### src/rtl/unified_mem_arbiter_if.sv
// Bundle of the core's IMEM/DMEM ports and the single-port RAM port around the
// unified memory arbiter; slave is the arbiter's view, master the core/RAM side.
interface unified_mem_arbiter_if #(
  parameter int unsigned ADDR_WIDTH = 10
) ();
  localparam int unsigned DW = 32;

  logic                  imem_req_i;
  logic [DW-1:0]         imem_addr_i;
  logic                  imem_gnt_o;
  logic [DW-1:0]         imem_data_o;
  logic                  imem_valid_o;

  logic                  dmem_read_i;
  logic                  dmem_write_i;
  logic [DW-1:0]         dmem_addr_i;
  logic [DW-1:0]         dmem_wdata_i;
  logic                  dmem_gnt_o;
  logic [DW-1:0]         dmem_rdata_o;
  logic                  dmem_valid_o;

  logic [ADDR_WIDTH-1:0] mem_addr_o;
  logic                  mem_re_o;
  logic                  mem_we_o;
  logic [DW-1:0]         mem_wdata_o;
  logic [DW-1:0]         mem_rdata_i;

  modport slave (
    input  imem_req_i, imem_addr_i,
    output imem_gnt_o, imem_data_o, imem_valid_o,
    input  dmem_read_i, dmem_write_i, dmem_addr_i, dmem_wdata_i,
    output dmem_gnt_o, dmem_rdata_o, dmem_valid_o,
    output mem_addr_o, mem_re_o, mem_we_o, mem_wdata_o,
    input  mem_rdata_i
  );

  modport master (
    output imem_req_i, imem_addr_i,
    input  imem_gnt_o, imem_data_o, imem_valid_o,
    output dmem_read_i, dmem_write_i, dmem_addr_i, dmem_wdata_i,
    input  dmem_gnt_o, dmem_rdata_o, dmem_valid_o,
    input  mem_addr_o, mem_re_o, mem_we_o, mem_wdata_o,
    output mem_rdata_i
  );
endinterface

### src/rtl/unified_mem_arbiter.sv
// Merges instruction-fetch and data ports onto one synchronous-read RAM:
// data-first arbitration with a fetch-starvation bound, tagged read return.
module unified_mem_arbiter #(
  parameter int unsigned ADDR_WIDTH   = 10,
  parameter int unsigned STARVE_LIMIT = 4
) (
  input logic                  clk,
  input logic                  reset,
  unified_mem_arbiter_if.slave bus
);
  localparam int unsigned DW = 32;
  localparam int unsigned SW = 4;
  localparam logic [SW-1:0] LIMIT = SW'(STARVE_LIMIT);

  logic                  dreq;
  logic                  starved;
  logic                  dgnt_c;
  logic                  igrant_c;
  logic [ADDR_WIDTH-1:0] addr_c;
  logic                  re_c;
  logic                  we_c;
  logic [DW-1:0]         wdata_c;

  logic [SW-1:0] streak_q, streak_d;
  logic          tag_vld_q, tag_vld_d;
  logic          tag_dmem_q, tag_dmem_d;
  logic [DW-1:0] idata_q, idata_d;
  logic [DW-1:0] ddata_q, ddata_d;
  logic          ivld_q, ivld_d;
  logic          dvld_q, dvld_d;
  logic          unused_addr_hi;

  assign unused_addr_hi = ^{bus.imem_addr_i[DW-1:ADDR_WIDTH], bus.dmem_addr_i[DW-1:ADDR_WIDTH]};

  // Grant and RAM drive; nothing is granted while reset is held so outputs read 0 at once.
  always_comb begin
    addr_c   = '0;
    re_c     = 1'b0;
    we_c     = 1'b0;
    wdata_c  = '0;
    dreq     = bus.dmem_read_i | bus.dmem_write_i;
    starved  = bus.imem_req_i && (streak_q == LIMIT);
    dgnt_c   = !reset && dreq && !starved;
    igrant_c = !reset && !dgnt_c && bus.imem_req_i;
    if (dgnt_c) begin
      addr_c = bus.dmem_addr_i[ADDR_WIDTH-1:0];
      we_c   = bus.dmem_write_i;
      re_c   = !bus.dmem_write_i;
      if (bus.dmem_write_i) wdata_c = bus.dmem_wdata_i;
    end else if (igrant_c) begin
      addr_c = bus.imem_addr_i[ADDR_WIDTH-1:0];
      re_c   = 1'b1;
    end
  end

  // Streak, read tag and return-path next state.
  always_comb begin
    streak_d   = streak_q;
    tag_vld_d  = re_c;
    tag_dmem_d = dgnt_c;
    ivld_d     = tag_vld_q && !tag_dmem_q;
    dvld_d     = tag_vld_q && tag_dmem_q;
    idata_d    = idata_q;
    ddata_d    = ddata_q;
    if (!bus.imem_req_i || igrant_c) begin
      streak_d = '0;
    end else if (dgnt_c && (streak_q != LIMIT)) begin
      streak_d = streak_q + SW'(1);
    end
    if (ivld_d) idata_d = bus.mem_rdata_i;
    if (dvld_d) ddata_d = bus.mem_rdata_i;
  end

  always_ff @(posedge clk or posedge reset) begin
    if (reset) begin
      streak_q   <= '0;
      tag_vld_q  <= 1'b0;
      tag_dmem_q <= 1'b0;
      idata_q    <= '0;
      ddata_q    <= '0;
      ivld_q     <= 1'b0;
      dvld_q     <= 1'b0;
    end else begin
      streak_q   <= streak_d;
      tag_vld_q  <= tag_vld_d;
      tag_dmem_q <= tag_dmem_d;
      idata_q    <= idata_d;
      ddata_q    <= ddata_d;
      ivld_q     <= ivld_d;
      dvld_q     <= dvld_d;
    end
  end

  assign bus.imem_gnt_o   = igrant_c;
  assign bus.dmem_gnt_o   = dgnt_c;
  assign bus.mem_addr_o   = addr_c;
  assign bus.mem_re_o     = re_c;
  assign bus.mem_we_o     = we_c;
  assign bus.mem_wdata_o  = wdata_c;
  assign bus.imem_data_o  = idata_q;
  assign bus.imem_valid_o = ivld_q;
  assign bus.dmem_rdata_o = ddata_q;
  assign bus.dmem_valid_o = dvld_q;
endmodule

### src/flat_wrapper.sv
// flat-port wrapper written by rule: the top's interface ports become plain ports
module unified_mem_arbiter_flat 
#(
  parameter int unsigned ADDR_WIDTH   = 10,
  parameter int unsigned STARVE_LIMIT = 4
)
  (clk, reset, bus_imem_req_i, bus_imem_addr_i, bus_imem_gnt_o, bus_imem_data_o, bus_imem_valid_o, bus_dmem_read_i, bus_dmem_write_i, bus_dmem_addr_i, bus_dmem_wdata_i, bus_dmem_gnt_o, bus_dmem_rdata_o, bus_dmem_valid_o, bus_mem_addr_o, bus_mem_re_o, bus_mem_we_o, bus_mem_wdata_o, bus_mem_rdata_i);
  unified_mem_arbiter_if #(.ADDR_WIDTH(ADDR_WIDTH)) bus_i ();
  input logic clk;
  input logic reset;
  input wire logic [$bits(bus_i.imem_req_i)-1:0] bus_imem_req_i;
  input wire logic [$bits(bus_i.imem_addr_i)-1:0] bus_imem_addr_i;
  output wire logic [$bits(bus_i.imem_gnt_o)-1:0] bus_imem_gnt_o;
  output wire logic [$bits(bus_i.imem_data_o)-1:0] bus_imem_data_o;
  output wire logic [$bits(bus_i.imem_valid_o)-1:0] bus_imem_valid_o;
  input wire logic [$bits(bus_i.dmem_read_i)-1:0] bus_dmem_read_i;
  input wire logic [$bits(bus_i.dmem_write_i)-1:0] bus_dmem_write_i;
  input wire logic [$bits(bus_i.dmem_addr_i)-1:0] bus_dmem_addr_i;
  input wire logic [$bits(bus_i.dmem_wdata_i)-1:0] bus_dmem_wdata_i;
  output wire logic [$bits(bus_i.dmem_gnt_o)-1:0] bus_dmem_gnt_o;
  output wire logic [$bits(bus_i.dmem_rdata_o)-1:0] bus_dmem_rdata_o;
  output wire logic [$bits(bus_i.dmem_valid_o)-1:0] bus_dmem_valid_o;
  output wire logic [$bits(bus_i.mem_addr_o)-1:0] bus_mem_addr_o;
  output wire logic [$bits(bus_i.mem_re_o)-1:0] bus_mem_re_o;
  output wire logic [$bits(bus_i.mem_we_o)-1:0] bus_mem_we_o;
  output wire logic [$bits(bus_i.mem_wdata_o)-1:0] bus_mem_wdata_o;
  input wire logic [$bits(bus_i.mem_rdata_i)-1:0] bus_mem_rdata_i;
  assign bus_i.imem_req_i = bus_imem_req_i;
  assign bus_i.imem_addr_i = bus_imem_addr_i;
  assign bus_imem_gnt_o = bus_i.imem_gnt_o;
  assign bus_imem_data_o = bus_i.imem_data_o;
  assign bus_imem_valid_o = bus_i.imem_valid_o;
  assign bus_i.dmem_read_i = bus_dmem_read_i;
  assign bus_i.dmem_write_i = bus_dmem_write_i;
  assign bus_i.dmem_addr_i = bus_dmem_addr_i;
  assign bus_i.dmem_wdata_i = bus_dmem_wdata_i;
  assign bus_dmem_gnt_o = bus_i.dmem_gnt_o;
  assign bus_dmem_rdata_o = bus_i.dmem_rdata_o;
  assign bus_dmem_valid_o = bus_i.dmem_valid_o;
  assign bus_mem_addr_o = bus_i.mem_addr_o;
  assign bus_mem_re_o = bus_i.mem_re_o;
  assign bus_mem_we_o = bus_i.mem_we_o;
  assign bus_mem_wdata_o = bus_i.mem_wdata_o;
  assign bus_i.mem_rdata_i = bus_mem_rdata_i;
  unified_mem_arbiter #(.ADDR_WIDTH(ADDR_WIDTH), .STARVE_LIMIT(STARVE_LIMIT)) u_core (.clk(clk), .reset(reset), .bus(bus_i));
endmodule
### config.mk
export PLATFORM = sky130hd
export DESIGN_NAME = unified_mem_arbiter_flat
export DESIGN_NICKNAME = d
export VERILOG_FILES = /design/src/rtl/unified_mem_arbiter_if.sv /design/src/rtl/unified_mem_arbiter.sv /design/src/flat_wrapper.sv
export SDC_FILE = /design/constraint.sdc
export NUM_CORES = 1
export LEC_CHECK = 0
export ABC_AREA = 1
export BUFFER_PORTS_ARGS = -buffer_cell sky130_fd_sc_hd__buf_2
export CORE_ASPECT_RATIO = 1.1
export CORE_MARGIN = 4
export CORE_UTILIZATION = 40
export CTS_BUF_LIST = sky130_fd_sc_hd__clkbuf_4 sky130_fd_sc_hd__clkbuf_8
export CTS_CLUSTER_DIAMETER = 150
export DETAILED_ROUTE_END_ITERATION = 10
export MAX_ROUTING_LAYER = met4
export PLACE_DENSITY = 0.81
export SLEW_MARGIN = 10
export SYNTH_ARGS = -nofsm -noshare
export SYNTH_HDL_FRONTEND = slang
export SYNTH_SLANG_ARGS = --single-unit
### constraint.sdc
create_clock -name clk -period 5.45 [get_ports clk]
set_clock_uncertainty 0.1 [all_clocks]
set_input_delay 0 -clock clk [delete_from_list [all_inputs] [get_ports clk]]
set_output_delay 0 -clock clk [all_outputs]
set_load 0.03 [all_outputs]
Yosys cells after proc, flatten, opt, wreduce, memory -nomap -nowiden
Index checks and enable logic that the tools add are counted.
{"block": "word_totals", "register_bits": 72, "inputBits": 133, "output_inout_bits": 112, "elab_cells": 36}
{"block": "op_classes", "n_eq_ne": 2, "muxes": 9, "n_addsub": 1, "n_bitwise": 1, "reduce_logical": 16}
{"op": "32-bit 2-to-1 mux", "n": 2}
{"op": "10-bit 2-to-1 mux", "n": 2}
{"op": "1-bit logical AND", "n": 8}
{"op": "4-bit 2-to-1 mux", "n": 2}
{"op": "1-bit zero test", "n": 6}
{"op": "4-bit by 1-bit adder with 4-bit output, second input constant", "n": 1}
{"op": "4-bit by 3-bit == test with 1-bit output, second input constant", "n": 1}
{"op": "4-bit by 3-bit inequality test with 1-bit output, second input constant", "n": 1}
{"op": "1-bit 2-to-1 mux", "n": 3}
{"op": "2-bit nonzero test", "n": 1}
{"op": "1-bit logical OR", "n": 1}
{"op": "1-bit OR", "n": 1}

Depth between registers and ports, before layout
{"block": "logic_depth", "depth_word": 9, "ltp_mapped": 10, "ltp_nobuf": 9}

Least setup slack after synthesis
Ideal clock, no wire load.
{"block": "synth_timing", "kind": "input to output", "from": "in reset", "to": "out bus_mem_addr_o[0]", "required_time_ns": 5.350, "slack_ns": 2.476, "arrival_ns": 2.874, "stages": 4, "path_buffers": 1, "path_cell_list": "inv_2 clkbuf_1 nand4_1 nand2_1"}
{"block": "synth_via", "elab_chain_len": 8}
{"element": "start: declaration", "line_no": "flat_wrapper.sv:10", "rtl": "input logic reset;"}
{"element": "1-bit zero test (*)", "line_no": "unified_mem_arbiter.sv:43, unified_mem_arbiter.sv:44"}
{"element": "1-bit logical AND (2 in a row)", "line_no": "unified_mem_arbiter.sv:43", "rtl": "dgnt_c = !reset && dreq && !starved;"}
{"element": "1-bit zero test", "line_no": "unified_mem_arbiter.sv:44", "rtl": "igrant_c = !reset && !dgnt_c && bus.imem_req_i;"}
{"element": "1-bit logical AND (2 in a row)", "line_no": "unified_mem_arbiter.sv:44"}
{"element": "10-bit 2-to-1 mux", "line_no": "unified_mem_arbiter.sv:50", "rtl": "end else if (igrant_c) begin"}
{"element": "10-bit 2-to-1 mux (*)", "line_no": "unified_mem_arbiter.sv:45", "rtl": "if (dgnt_c) begin"}
{"element": "end: declaration", "line_no": "flat_wrapper.sv:23", "rtl": "output wire logic [$bits(bus_i.mem_addr_o)-1:0] bus_mem_addr_o;"}
Mark *: on every way between the ends. The rest lies on a longest branch, timed or not.

Final worst setup path
{"block": "layout_timing", "from": "reg u_core.streak_q[0]", "to": "out bus_mem_re_o"}
{"block": "layout_via", "elab_chain_len": 9}
{"element": "start: declaration", "line_no": "unified_mem_arbiter.sv:24", "rtl": "logic [SW-1:0] streak_q, streak_d;"}
{"element": "start signal: assignment", "line_no": "unified_mem_arbiter.sv:84", "rtl": "streak_q <= streak_d;"}
{"element": "4-bit by 3-bit == test with 1-bit output (*)", "line_no": "unified_mem_arbiter.sv:42", "rtl": "starved = bus.imem_req_i && (streak_q == LIMIT);"}
{"element": "1-bit logical AND (*)", "line_no": "unified_mem_arbiter.sv:42"}
{"element": "1-bit zero test (*)", "line_no": "unified_mem_arbiter.sv:43"}
{"element": "1-bit logical AND (*)", "line_no": "unified_mem_arbiter.sv:43"}
{"element": "1-bit zero test", "line_no": "unified_mem_arbiter.sv:44"}
{"element": "1-bit logical AND (2 in a row)", "line_no": "unified_mem_arbiter.sv:44"}
{"element": "1-bit 2-to-1 mux", "line_no": "unified_mem_arbiter.sv:50"}
{"element": "1-bit 2-to-1 mux (*)", "line_no": "unified_mem_arbiter.sv:45"}
{"element": "end: declaration", "line_no": "flat_wrapper.sv:24", "rtl": "output wire logic [$bits(bus_i.mem_re_o)-1:0] bus_mem_re_o;"}
Marks and branches as above.

==> key figures <==
Clocking
  – CTS root buf: clkbuf_8
  – CTS HTree Levels: 3
  – Cts hold-fix bufs: 34
  – Clock transition at the registers of the reported paths: 80 ps
  – Num CTS Buffers: 9
  – CTS Buffer Depth: 2
  – Post-cts sizing count: 0
  – CTS sink cnt: 72
  – Setup bufs post-CTS: 0
  – Worst-Skew Late Latency: 340 ps
  – CTS tree: yes

Timing
  – RSZ-0062 raised after global routing: no
  – Rel. slew slack: 29.8%
  – Hold Vio Cnt, Final: 0
  – Final period utilization: 42.5%
  – # setup viols final: 0
  – Least-Margin Pin Slew: 1050 ps
  – Final max-slew violation count: 0
  – Maximum achievable frequency: 432 MHz
  – Fin Setup TNS: 0 ps
  – Fin crit period: 2320 ps

Global route
  – Total GRT Usage: 24.0%
  – First-pass GRT wire length: 16.9 mm
  – Largest net degree at the start of global routing: 66
  – Vias in the first global route: 3591
  – Grt total ovfl: 0
  – Initial antenna violation count: 0

Layout
  – Final Util: 62.6%
  – Number of fill cells: 659
  – Multi-input gate area: 0.00111 mm²
  – Layout net count: 752
  – Layout cells sized above 1: 36.3%
  – Finished Cell Area: 0.00478 mm²
  – Synth-to-layout area growth: 49.4%
  – Diodes inserted: 0
  – Storage cell area: 0.00180 mm²

Power
  – Final Total Pwr: 1.75 mW
  – Switching share of total power: 38.8%
  – Power Internal: 1.07 mW
  – Flop pwr share: 39.9%
  – Logic gate share of total power: 33.9%
  – Leakage: 2.79 nW
  – Net Sw Power: 679 µW
  – Clk pwr share: 26.2%
  – Power Density: 366 mW/mm²
  – Worst VDD drop: 0.154 mV

Route
  – Drt pass-1 iters: 6
  – Via-per-instance ratio: 4.77
  – # DRC: 0
  – Initial DRC count: 133
  – Routed WL: 10.9 mm
  – DR vias: 3468
  – Antenna-violating nets left: 0
  – DR WL/cell: 15.0 µm

Critical path
  – Crit-path max FO: 45
  – Worst setup EP type: output port
  – Setup CP Type: reg2out
  – Required @ worst endpoint: 5350 ps
  – Startpoint Class: flop
  – Critical Path AT: 2220 ps

Die
  – Die width: 93.3 µm
  – Die Ht: 102 µm
  – Core area: 0.00764 mm²
  – Top-level port count: 245
  – Cell Rows: 33
  – Total Die Area: 0.00950 mm²
  – Starting Density: 41.9%

Synth
  – Sequential fraction of the synthesis area: 56.3%
  – Mapped Cells: 395
  – Mapped Area: 0.00320 mm²
  – FF+latch count, synth: 72
  – Ys Warns: 0
  – Netlist cell types: 18
  – Synth Net Count: 530
  – Mean Syn Cell Area: 8.10 µm²

Min path
  – Worst hold-check path type: in2async

Place
  – Gp weighted congestion: 0.973
  – Port bufs: 200
  – DP HPWL: 7.73 mm
  – Placement Cell Area: 0.00422 mm²

Job
  – Max-Cap Viols: 0

Outcome
  – Status: completed
==> per-stage QoR <==
step	hold WS, ps	worst slack [ps]	instances
5_1_grt	201	2920	727
3_5_place_dp	9.04	3470	677
6_report	173	3130	727
2_1_floorplan	48.4	2370	395
4_1_cts	181	3080	727
3_3_place_gp	-2.18	3510	677
==> sequential cells by signal (all words and copies together) (netlist names) <==
signal                   flops
u_core.streak_q              4
u_core.bus.imem_data_o      32
u_core.bus.imem_valid_o      1
u_core.tag_dmem_q            1
u_core.bus.dmem_rdata_o     32
u_core.bus.dmem_valid_o      1
u_core.tag_vld_q             1
==> cell usage in the layout, fill, tap and decap left out, drive strengths merged <==
master / netlist / final
ha: 2 / 2
nor2: 43 / 43
clkinv: 0 / 4
nand4: 10 / 10
clkbuf: 13 / 9
nand2: 129 / 129
o21bai: 1 / 1
nand3: 2 / 2
inv: 45 / 45
o21ai: 65 / 65
buf: 11 / 201
dfrtp: 72 / 72
bufinv: 0 / 2
xor2: 2 / 2
clkinvlp: 0 / 1
dlygate4sd3: 0 / 34
==> layout make-up <==
cell class | count | area share [%]
repair buffers | 235 | 28.2
clock inverters | 7 | 1.99
clock buffers | 9 | 2.59
well taps | 105 | 2.75
multi-input cells | 254 | 23.2
flip-flops and latches | 72 | 37.7
inverters | 45 | 3.56
==> logic make-up after synthesis <==
kind of cell	synth area share, %
AO/OA/AOI/OAI	10.4
adder cells (fa/ha/maj)	0.782
XOR/XNOR	0.547
buffers and inverters	9.07
AND/OR/NAND/NOR	22.9
flip-flops	56.3
==> power by group through the flow <==
stage	sequential [mW]	clock [mW]	combinational (mW)
after floorplan	0.912	0	0.165
after global placement	0.700	0	0.564
after detailed placement	0.704	0	0.573
after CTS	0.694	0.473	0.593
after global routing	0.710	0.497	0.640
final	0.698	0.458	0.592
==> per-layer routing <==
metal	global-route usage, %	part of all wire, %	wire length [µm]	vias up
met3	6.41	8.1	884	28
met5	-	0	0	-
met2	42.1	51	5510	176
met4	12.9	4.9	531	0
li1	-	-	-	1662
met1	24.4	36	3970	1602
==> worst max-delay path: stages (launching register included) <==
cell     delay [ps]
dfrtp_1         430
inv_1            80
ha_1            130
nand2_1          50
inv_1            60
nand2_1          80
nand2_4         350
nand2_1         190
o21ai_0         260
buf_2           250
==> synth_stat cells <==
master,number,area (µm²)
nand4_1,10,62.6
ha_1,2,25.0
o21bai_1,1,7.51
o21ai_0,61,305
buf_2,7,35.0
buf_4,2,15.0
inv_1,41,154
nand2_1,128,480
nor2_2,3,18.8
inv_2,4,15.0
xor2_1,2,17.5
o21ai_1,4,20.0
nand2_4,1,11.3
dfrtp_1,72,1800
nor2_1,40,150
clkbuf_1,13,48.8
buf_6,2,22.5
nand3_1,2,10.0
==> final timing paths <==
path / start / end / slack [ps] / depth (start not counted)
max: u_core.streak_q[0] / bus_mem_re_o / 3130 / 9
min: reset / u_core.bus.imem_data_o[0] / 170 / 3
max reg2reg: u_core.streak_q[0] / u_core.tag_vld_q / 3620 / 9
min reg2reg: u_core.tag_dmem_q / u_core.bus.imem_valid_o / 370 / 1
max in group asynchronous: reset / u_core.bus.imem_data_o[10] / 4040 / 4
min in group clk: bus_dmem_write_i / u_core.tag_vld_q / 240 / 4
(Power assumes the default switching activity.)
